**src/rtl/led_scroller_multi.sv**
```systemverilog
// led_scroller_multi: parametrised LED pattern generator with a programmable
// prescaler and four run-time modes (rotate left, rotate right, bounce, bar fill).
//
// Ports:
//   clk      system clock
//   rst_n    asynchronous active-low reset
//   en       1 = prescaler advances and pattern steps, 0 = freeze
//   mode     00 rotate-left, 01 rotate-right, 10 bounce, 11 bar-fill
//   period   a step occurs every period+1 enabled cycles
//   restart  synchronous pulse: reseed pattern from mode, clear prescaler
//   leds     current pattern (registered)
//   step     one-cycle pulse coincident with each new leds value
//   wrap     one-cycle pulse when a pattern cycle completes
module led_scroller_multi #(
    parameter int unsigned WIDTH = 7,
    parameter int unsigned DIV_W = 4
) (
    input  logic             clk,
    input  logic             rst_n,
    input  logic             en,
    input  logic [1:0]       mode,
    input  logic [DIV_W-1:0] period,
    input  logic             restart,
    output logic [WIDTH-1:0] leds,
    output logic             step,
    output logic             wrap
);

    typedef enum logic [1:0] {
        MODE_ROL    = 2'b00,
        MODE_ROR    = 2'b01,
        MODE_BOUNCE = 2'b10,
        MODE_BAR    = 2'b11
    } mode_e;

    typedef enum logic {
        DIR_LEFT  = 1'b0,
        DIR_RIGHT = 1'b1
    } dir_e;

    logic [DIV_W-1:0] cnt_q,  cnt_d;
    mode_e            mode_q, mode_d;
    dir_e             dir_q,  dir_d;
    logic [WIDTH-1:0] leds_q, leds_d;
    logic             step_q, step_d;
    logic             wrap_q, wrap_d;
    logic [WIDTH-1:0] shifted_c;
    logic             step_cyc_c;

    // Initial pattern for a freshly selected mode; every seed starts a cycle.
    function automatic logic [WIDTH-1:0] seed(input mode_e m);
        logic [WIDTH-1:0] s;
        s = '0;
        case (m)
            MODE_ROL:    s[0]       = 1'b1;
            MODE_ROR:    s[WIDTH-1] = 1'b1;
            MODE_BOUNCE: s[0]       = 1'b1;
            default:     s          = '0;
        endcase
        return s;
    endfunction

    assign step_cyc_c = en && (cnt_q >= period);

    // Next-state and pulse logic; restart outranks a step cycle.
    always_comb begin
        cnt_d     = cnt_q;
        mode_d    = mode_q;
        dir_d     = dir_q;
        leds_d    = leds_q;
        step_d    = 1'b0;
        wrap_d    = 1'b0;
        shifted_c = '0;

        if (restart) begin
            cnt_d  = '0;
            mode_d = mode_e'(mode);
            leds_d = seed(mode_e'(mode));
            dir_d  = DIR_LEFT;
        end else if (step_cyc_c) begin
            cnt_d  = '0;
            step_d = 1'b1;
            if (mode_e'(mode) != mode_q) begin
                // A mode change spends its step on reseeding, never advancing.
                mode_d = mode_e'(mode);
                leds_d = seed(mode_e'(mode));
                dir_d  = DIR_LEFT;
            end else begin
                case (mode_q)
                    MODE_ROL: begin
                        leds_d = {leds_q[WIDTH-2:0], leds_q[WIDTH-1]};
                        wrap_d = leds_q[WIDTH-1];
                    end
                    MODE_ROR: begin
                        leds_d = {leds_q[0], leds_q[WIDTH-1:1]};
                        wrap_d = leds_q[0];
                    end
                    MODE_BOUNCE: begin
                        // Direction flips on arrival at an end so no end LED repeats.
                        if (dir_q == DIR_LEFT) begin
                            shifted_c = {leds_q[WIDTH-2:0], 1'b0};
                            if (shifted_c[WIDTH-1]) dir_d = DIR_RIGHT;
                        end else begin
                            shifted_c = {1'b0, leds_q[WIDTH-1:1]};
                            if (shifted_c[0]) begin
                                dir_d  = DIR_LEFT;
                                wrap_d = 1'b1;
                            end
                        end
                        leds_d = shifted_c;
                    end
                    default: begin
                        if (&leds_q) begin
                            leds_d = '0;
                            wrap_d = 1'b1;
                        end else begin
                            leds_d = {leds_q[WIDTH-2:0], 1'b1};
                        end
                    end
                endcase
            end
        end else if (en) begin
            cnt_d = cnt_q + DIV_W'(1);
        end
    end

    // State and output registers.
    always_ff @(posedge clk or negedge rst_n) begin
        if (!rst_n) begin
            cnt_q  <= '0;
            mode_q <= MODE_ROL;
            dir_q  <= DIR_LEFT;
            leds_q <= WIDTH'(1);
            step_q <= 1'b0;
            wrap_q <= 1'b0;
        end else begin
            cnt_q  <= cnt_d;
            mode_q <= mode_d;
            dir_q  <= dir_d;
            leds_q <= leds_d;
            step_q <= step_d;
            wrap_q <= wrap_d;
        end
    end

    assign leds = leds_q;
    assign step = step_q;
    assign wrap = wrap_q;

endmodule

```
**config.mk**
```make
export PLATFORM = sky130hd
export DESIGN_NAME = led_scroller_multi
export DESIGN_NICKNAME = d
export VERILOG_FILES = /design/src/rtl/led_scroller_multi.sv
export SDC_FILE = /design/constraint.sdc
export NUM_CORES = 1
export LEC_CHECK = 0
export ABC_AREA = 1
export CORE_MARGIN = 10
export CORE_UTILIZATION = 50
export DETAILED_ROUTE_END_ITERATION = 12
export PLACE_DENSITY = 0.85
export RECOVER_POWER = 50
export SYNTH_ARGS = -nofsm -noshare
export SYNTH_HDL_FRONTEND = slang
export SYNTH_SLANG_ARGS = --single-unit
```
**constraint.sdc**
```tcl
create_clock -name clk -period 1.75 [get_ports clk]
set_input_delay 0.2625 -clock clk [delete_from_list [all_inputs] [get_ports clk]]
set_output_delay 0.2625 -clock clk [all_outputs]
set_load 0.01 [all_outputs]
```
==> results of run 1 <==
==> how the worst min path moves through the flow <==
stage / depth (start not counted) / to
3_5_place_dp: 2 / leds[0]$_DFFE_PN1P_
3_3_place_gp: 2 / leds[0]$_DFFE_PN1P_
6_report: 2 / leds[0]$_DFFE_PN1P_
2_1_floorplan: 0 / cnt_q[0]$_DFFE_PN0P_
5_1_grt: 2 / leds[0]$_DFFE_PN1P_
4_1_cts: 2 / wrap$_DFF_PN0_
==> routing by layer <==
| layer | wire length (um) | vias up |
|---|---|---|
| met5 | 0 | - |
| met4 | 42 | 0 |
| met3 | 167 | 8 |
| met2 | 1410 | 29 |
| met1 | 1181 | 520 |
| li1 | - | 569 |
==> power by group through the flow <==
stage | Combinational [uW] | Clock (uW) | Sequential [uW]
after floorplan | 188 | 0 | 420
after detailed placement | 258 | 0 | 434
after global placement | 248 | 0 | 433
final | 258 | 252 | 429
after CTS | 261 | 251 | 427
after global routing | 291 | 269 | 432
==> final cells by class <==
cell class	count	area, sq um
fill	206	820.8
multi-input combinational	123	648.1
sequential	16	401.6
timing repair buffer	21	198.9
inverter	19	71.32
clock buffer	4	36.28
tap	28	35.03
==> placed cells by master (no fill, tap or decap), types with 2 or more instances in the layout <==
master           count
nand4_1              2
dlygate4sd3_1        3
inv_1               14
nor3_1               2
nand2_4              2
nand2_1             46
o21ai_1              5
a21oi_1              5
inv_2                5
clkbuf_4             3
clkdlybuf4s50_1     15
dfrtp_1             15
xnor2_1              3
nand2_2              3
buf_4                2
ha_1                 5
nor2_1              18
xor2_1               2
o21ai_0              4
o21ai_2              2
nand3_2              3
nand3_1             17
==> kinds of logic after synthesis <==
family / count (synthesis)
AO/OA/AOI/OAI: 17
XOR/XNOR: 5
adder cells (fa/ha/maj): 5
buffers and inverters: 22
flip-flops: 16
AND/OR/NAND/NOR: 96
==> registers in the layout (all words and copies together), names as in the netlist <==
name,flops
step,1
mode_q,2
wrap,1
cnt_q,4
dir_q,1
leds,7
==> stage by stage <==
stage          setup slack (ns)  instance area (sq um)  setup TNS, ns
4_1_cts                 0.06718                   1395              0
6_report                0.06543                   1391              0
2_1_floorplan            0.2932                   1151              0
5_1_grt                0.004831                   1391              0
3_3_place_gp           -0.06840                   1359        -0.4286
3_5_place_dp            -0.1610                   1359         -1.399
==> flow_summary.yaml, run 1 <==
outcome:
  status: "finished, final reports clean"
placed_design:
  gp_congestion: 0.9302
  port_buffers: 18
  dp_cells: 207
  dp_hpwl_um: 2139
timing:
  finalCriticalPeriod_ns: 1.685
  finalMaxSlewViolations: 0
  layout_worst_path_cycle_share: 0.9626
  fin_skew_ns: 0.004608
  timing.hold.ws_ns: 0.5283
  rsz0062_at_grt: "no"
  finalSetupViolations: 0
  tightest_slew_ns: 0.8610
  finalHoldViolations: 0
  fmax_mhz: 593.6
  maxSlewHeadroom: 0.4260
synth:
  synth_edf_count: 0
  synth_top_family_by_area: "simple AND/OR/NAND/NOR gates"
  syn_avg_cell_area_sq_um: 7.150
  yosys.area.top_type: "dfrtp_1"
  synth_fp_nets: 176
  synth_top_flop_cell: "dfrtp_1"
  synth_seq_area_share: 0.3489
  yosys_warnings: 0
  yosysTopAreaCellShare: 0.3261
  synthSimpleGateAreaFrac: 0.3870
  synth_compound_area_frac: 0.08370
  synth_mux_area_frac: 0
  yosys-top-cells-count: "46 x nand2_1, 18 x nor2_1, 17 x nand3_1"
  synth_cells: 161
  synthXorXnorAreaFrac: 0.03804
  yosys-top-cells-area: "dfrtp_1 33%, nand2_1 15%, nand3_1 7.4%"
  synth_most_common_cell: "nand2_1"
  ys_ff_latch: 16
  async_reset_ff_frac: 1.000
  netlist_area_sq_um: 1151
  synth_fa_ha_area_frac: 0.05435
  ys_types: 25
clock_tree:
  cts_setup_buffers: 0
  cts-root-buf: "clkbuf_4"
  cts_max_level: 1
  numCtsBuffers: 3
  holdBufCountCts: 0
  clkLatencyLatePin_ns: 0.29
  cts.sinks: 16
  clkTransAtPathRegs_ns: 0.10
  clockBufferDepth: 2
  cts_resized: 0
  cts_tree: "built"
worst_setup_path:
  cp_cell_sequence: "clkdlybuf4s50_1"
  worst-path-buf-inv: 1
  r2r_setup_slack_ns: 0.20
  path_depth: 1
  worst_ep_arrival_time_ns: 1.42
  crit_start: "leds[0]$_DFFE_PN1P_"
  cp_max_fo: 5
  cp-start-kind: "register"
  end_kind: "output port"
  cp_slowest_stage_delay_ns: 0.58
  r2r-start: "cnt_q[3]$_DFFE_PN0P_"
  cpMaxStageDelayCell: "dfstp_2"
  worstRegToRegCells: 10
  regToRegEndpoint: "dir_q$_DFFE_PN0P_"
  worstPathRequired_ns: 1.49
  crit_type: "register to output port"
  path_delay_family: "flip-flops"
  endpoint: "leds[0]"
drt:
  vias_per_cell: 5.336
  routed_wl_um: 2801
  drt_iter0_drc: 66
  via_count: 1126
  wl_per_cell_um: 13.27
  drc: 0
  drt_pre_antenna_iters: 4
  postRouteAntennaNets: 0
power_and_ir_drop:
  power.density_nw_per_um2: 674.7
  irDropWorstVdd_v: 0.0005530
  p_clk_frac: 0.268
  swShare: 0.3362
  leakagePower_uw: 0.0006755
  finalPower_uw: 938.7
  seq_power_share: 0.457
  p_int_uw: 623.1
  combPwrFrac: 0.274
  p_switching_uw: 315.6
global_routing:
  grt.overflow.total: 0
  met3_usage: 0.03426
  grt_use_total: 0.1340
  met2_usage: 0.2337
  use_met1: 0.1554
  grt_pass1_wl_um: 4947
  grt_pass1_vias: 1111
  grt_max_degree: 17
  grt_antenna_before_repair: 0
  grt.busiest_layer: "met2"
die:
  placementRows: 17
  dieWidth_um: 67.98
  num_io_pins: 19
  start_util: 0.5204
  die_area_sq_um: 4621
  core_area_sq_um: 2212
  die_h_um: 67.98
layout:
  fin_util: 0.6290
  finalNonFillerCells: 211
  nets: 199
  drive_gt1_frac: 0.1311
  antenna_cells: 0
  syn2layout_area_growth_pct: 20.87
hold_path:
  hp-class: "register to register"
  worstHoldStart: "leds[0]$_DFFE_PN1P_"
run:
  max_cap_viol_count: 0
Power figures use the tool's default switching activity.
==> run 2, diff against run 1 <==
GPL_ROUTABILITY_DRIVEN = 0   (was not set)
==> results of run 2 <==
Same layout as run 1: the final DEF is identical, and so are final timing and power.
==> run 3, diff against run 2 <==
REMOVE_ABC_BUFFERS = 1   (was not set)
==> run 3 against run 2 <==
Clock power decreased by 16%. Sequential cell count unchanged. Non-clock buffer count increased by 1. Maximum frequency increased by 0.33%. Register-to-register slack about the same. Clock-buffer cell count unchanged.
==> flow_summary.yaml, run 3 (synthesis results as in run 1) <==
timing:
  fmax_mhz: 595.6
  layout_worst_path_cycle_share: 0.9595
  fin_skew_ns: 0.004648
  setup_tns_ns: 0
  finalCriticalPeriod_ns: 1.679
  finalHoldViolations: 0
  finalMaxSlewViolations: 0
  finalSetupViolations: 0
  rsz0062_at_grt: "no"
  maxSlewHeadroom: 0.4051
  tightest_slew_ns: 0.8923
worst_setup_path:
  cp_max_fo: 5
  crit_type: "register to output port"
  cp_cell_sequence: "clkdlybuf4s50_1"
  cp_slowest_stage_delay_ns: 0.58
  end_kind: "output port"
  worst_ep_arrival_time_ns: 1.42
  cpMaxStageDelayCell: "dfstp_2"
  worstPathRequired_ns: 1.49
  path_delay_family: "flip-flops"
  worst-path-buf-inv: 1
  cp-start-kind: "register"
global_routing:
  grt.overflow.total: 0
  grt_max_degree: 17
  grt_use_total: 0.1229
  grt_pass1_vias: 975
  grt_antenna_before_repair: 0
  grt_pass1_wl_um: 4526
clock_tree:
  clockBufferDepth: 2
  holdBufCountCts: 0
  cts.sinks: 16
  clkTransAtPathRegs_ns: 0.09
  cts_resized: 0
  numCtsBuffers: 3
  cts_max_level: 1
  cts_tree: "built"
  cts-root-buf: "clkbuf_4"
  clkLatencyLatePin_ns: 0.29
  cts_setup_buffers: 0
layout:
  fin_util: 0.6278
  antenna_cells: 0
  final_cell_mix: "46 x nand2_1, 18 x nor2_1, 17 x nand3_1"
  layout_commonest_cell: "nand2_1"
  largest_register_ffs: 7
  syn2layout_area_growth_pct: 20.65
  drive_gt1_frac: 0.1304
  multi_input_area_sq_um: 648.1
  seq_area_sq_um: 401.6
  fillCellCount: 205
  nets: 200
placed_design:
  port_buffers: 18
  dp_hpwl_um: 2081
drt:
  vias_per_cell: 5.283
  wl_per_cell_um: 12.59
  postRouteAntennaNets: 0
  routed_wl_um: 2670
  drt_iter0_drc: 52
  via_count: 1120
  drc: 0
  drt_pre_antenna_iters: 4
die:
  die_area_sq_um: 4621
  die_h_um: 67.98
  placementRows: 17
  dieWidth_um: 67.98
  num_io_pins: 19
  core_area_sq_um: 2212
  start_util: 0.5204
outcome:
  status: "finished, final reports clean"
hold_path:
  hp-class: "register to register"
run:
  max_cap_viol_count: 0
power_and_ir_drop:
  finalPower_uw: 897.1
  power.density_nw_per_um2: 646.0
  irDropWorstVdd_v: 0.0004409
  leakagePower_uw: 0.0006738
run 3: cell types whose count changed in the layout (fill, tap and decap cells not counted):
cell,before,now
clkbuf_1,1,2
clkbuf_8,1,0
buf_4,2,3
run 3: layer usage:
metal  share of wire  up-vias  GRT usage
met5               0        -          0
met4           0.017        0    0.05025
met3           0.075        6    0.02610
met2            0.48       36     0.1988
met1            0.42      514     0.1551
li1                -      564          -
run 3: tightest hold or removal path, stage by stage, from the launching register on:
cell     delay [ns]
dfstp_2        0.40
nand3_1        0.08
nand2_1        0.05
run 3: worst paths after layout:
check	from	endpoint	slack, ns	depth (start not counted)
min	leds[0]$_DFFE_PN1P_	leds[0]$_DFFE_PN1P_	0.53	2
max in group asynchronous	rst_n	leds[1]$_DFFE_PN0P_	0.61	2
max reg2reg	cnt_q[3]$_DFFE_PN0P_	mode_q[0]$_DFFE_PN0P_	0.21	10
max	leds[0]$_DFFE_PN1P_	leds[0]	0.07	1
min in group asynchronous	rst_n	mode_q[0]$_DFFE_PN0P_	0.59	2
min reg2reg	leds[0]$_DFFE_PN1P_	leds[0]$_DFFE_PN1P_	0.53	2
run 3: where the power goes:
part | leakage, uW | internal (uW) | switching (uW) | total (uW)
combinational | 0.000445 | 105 | 153 | 258
clock | 0.0000150 | 88.7 | 123 | 212
sequential | 0.000214 | 393 | 33.8 | 427
run 3: cell type report:
cell class	count	share of cell area
Tap cell	28	0.02523
Inverter	19	0.05135
Timing Repair Buffer	22	0.1486
Multi-Input combinational cell	123	0.4667
Sequential cell	16	0.2892
Clock buffer	4	0.01892
run 3: per-stage QoR:
step | hold WS (ns) | area, sq um | setup WS, ns | cells
5_1_grt | 0.5667 | 1389 | 0.01128 | 212
2_1_floorplan | -0.03309 | 1121 | 0.3633 | 158
3_5_place_dp | 0.5165 | 1366 | -0.1411 | 208
4_1_cts | 0.2774 | 1393 | 0.06594 | 212
3_3_place_gp | 0.5115 | 1366 | -0.06085 | 208
6_report | 0.5307 | 1389 | 0.07095 | 212
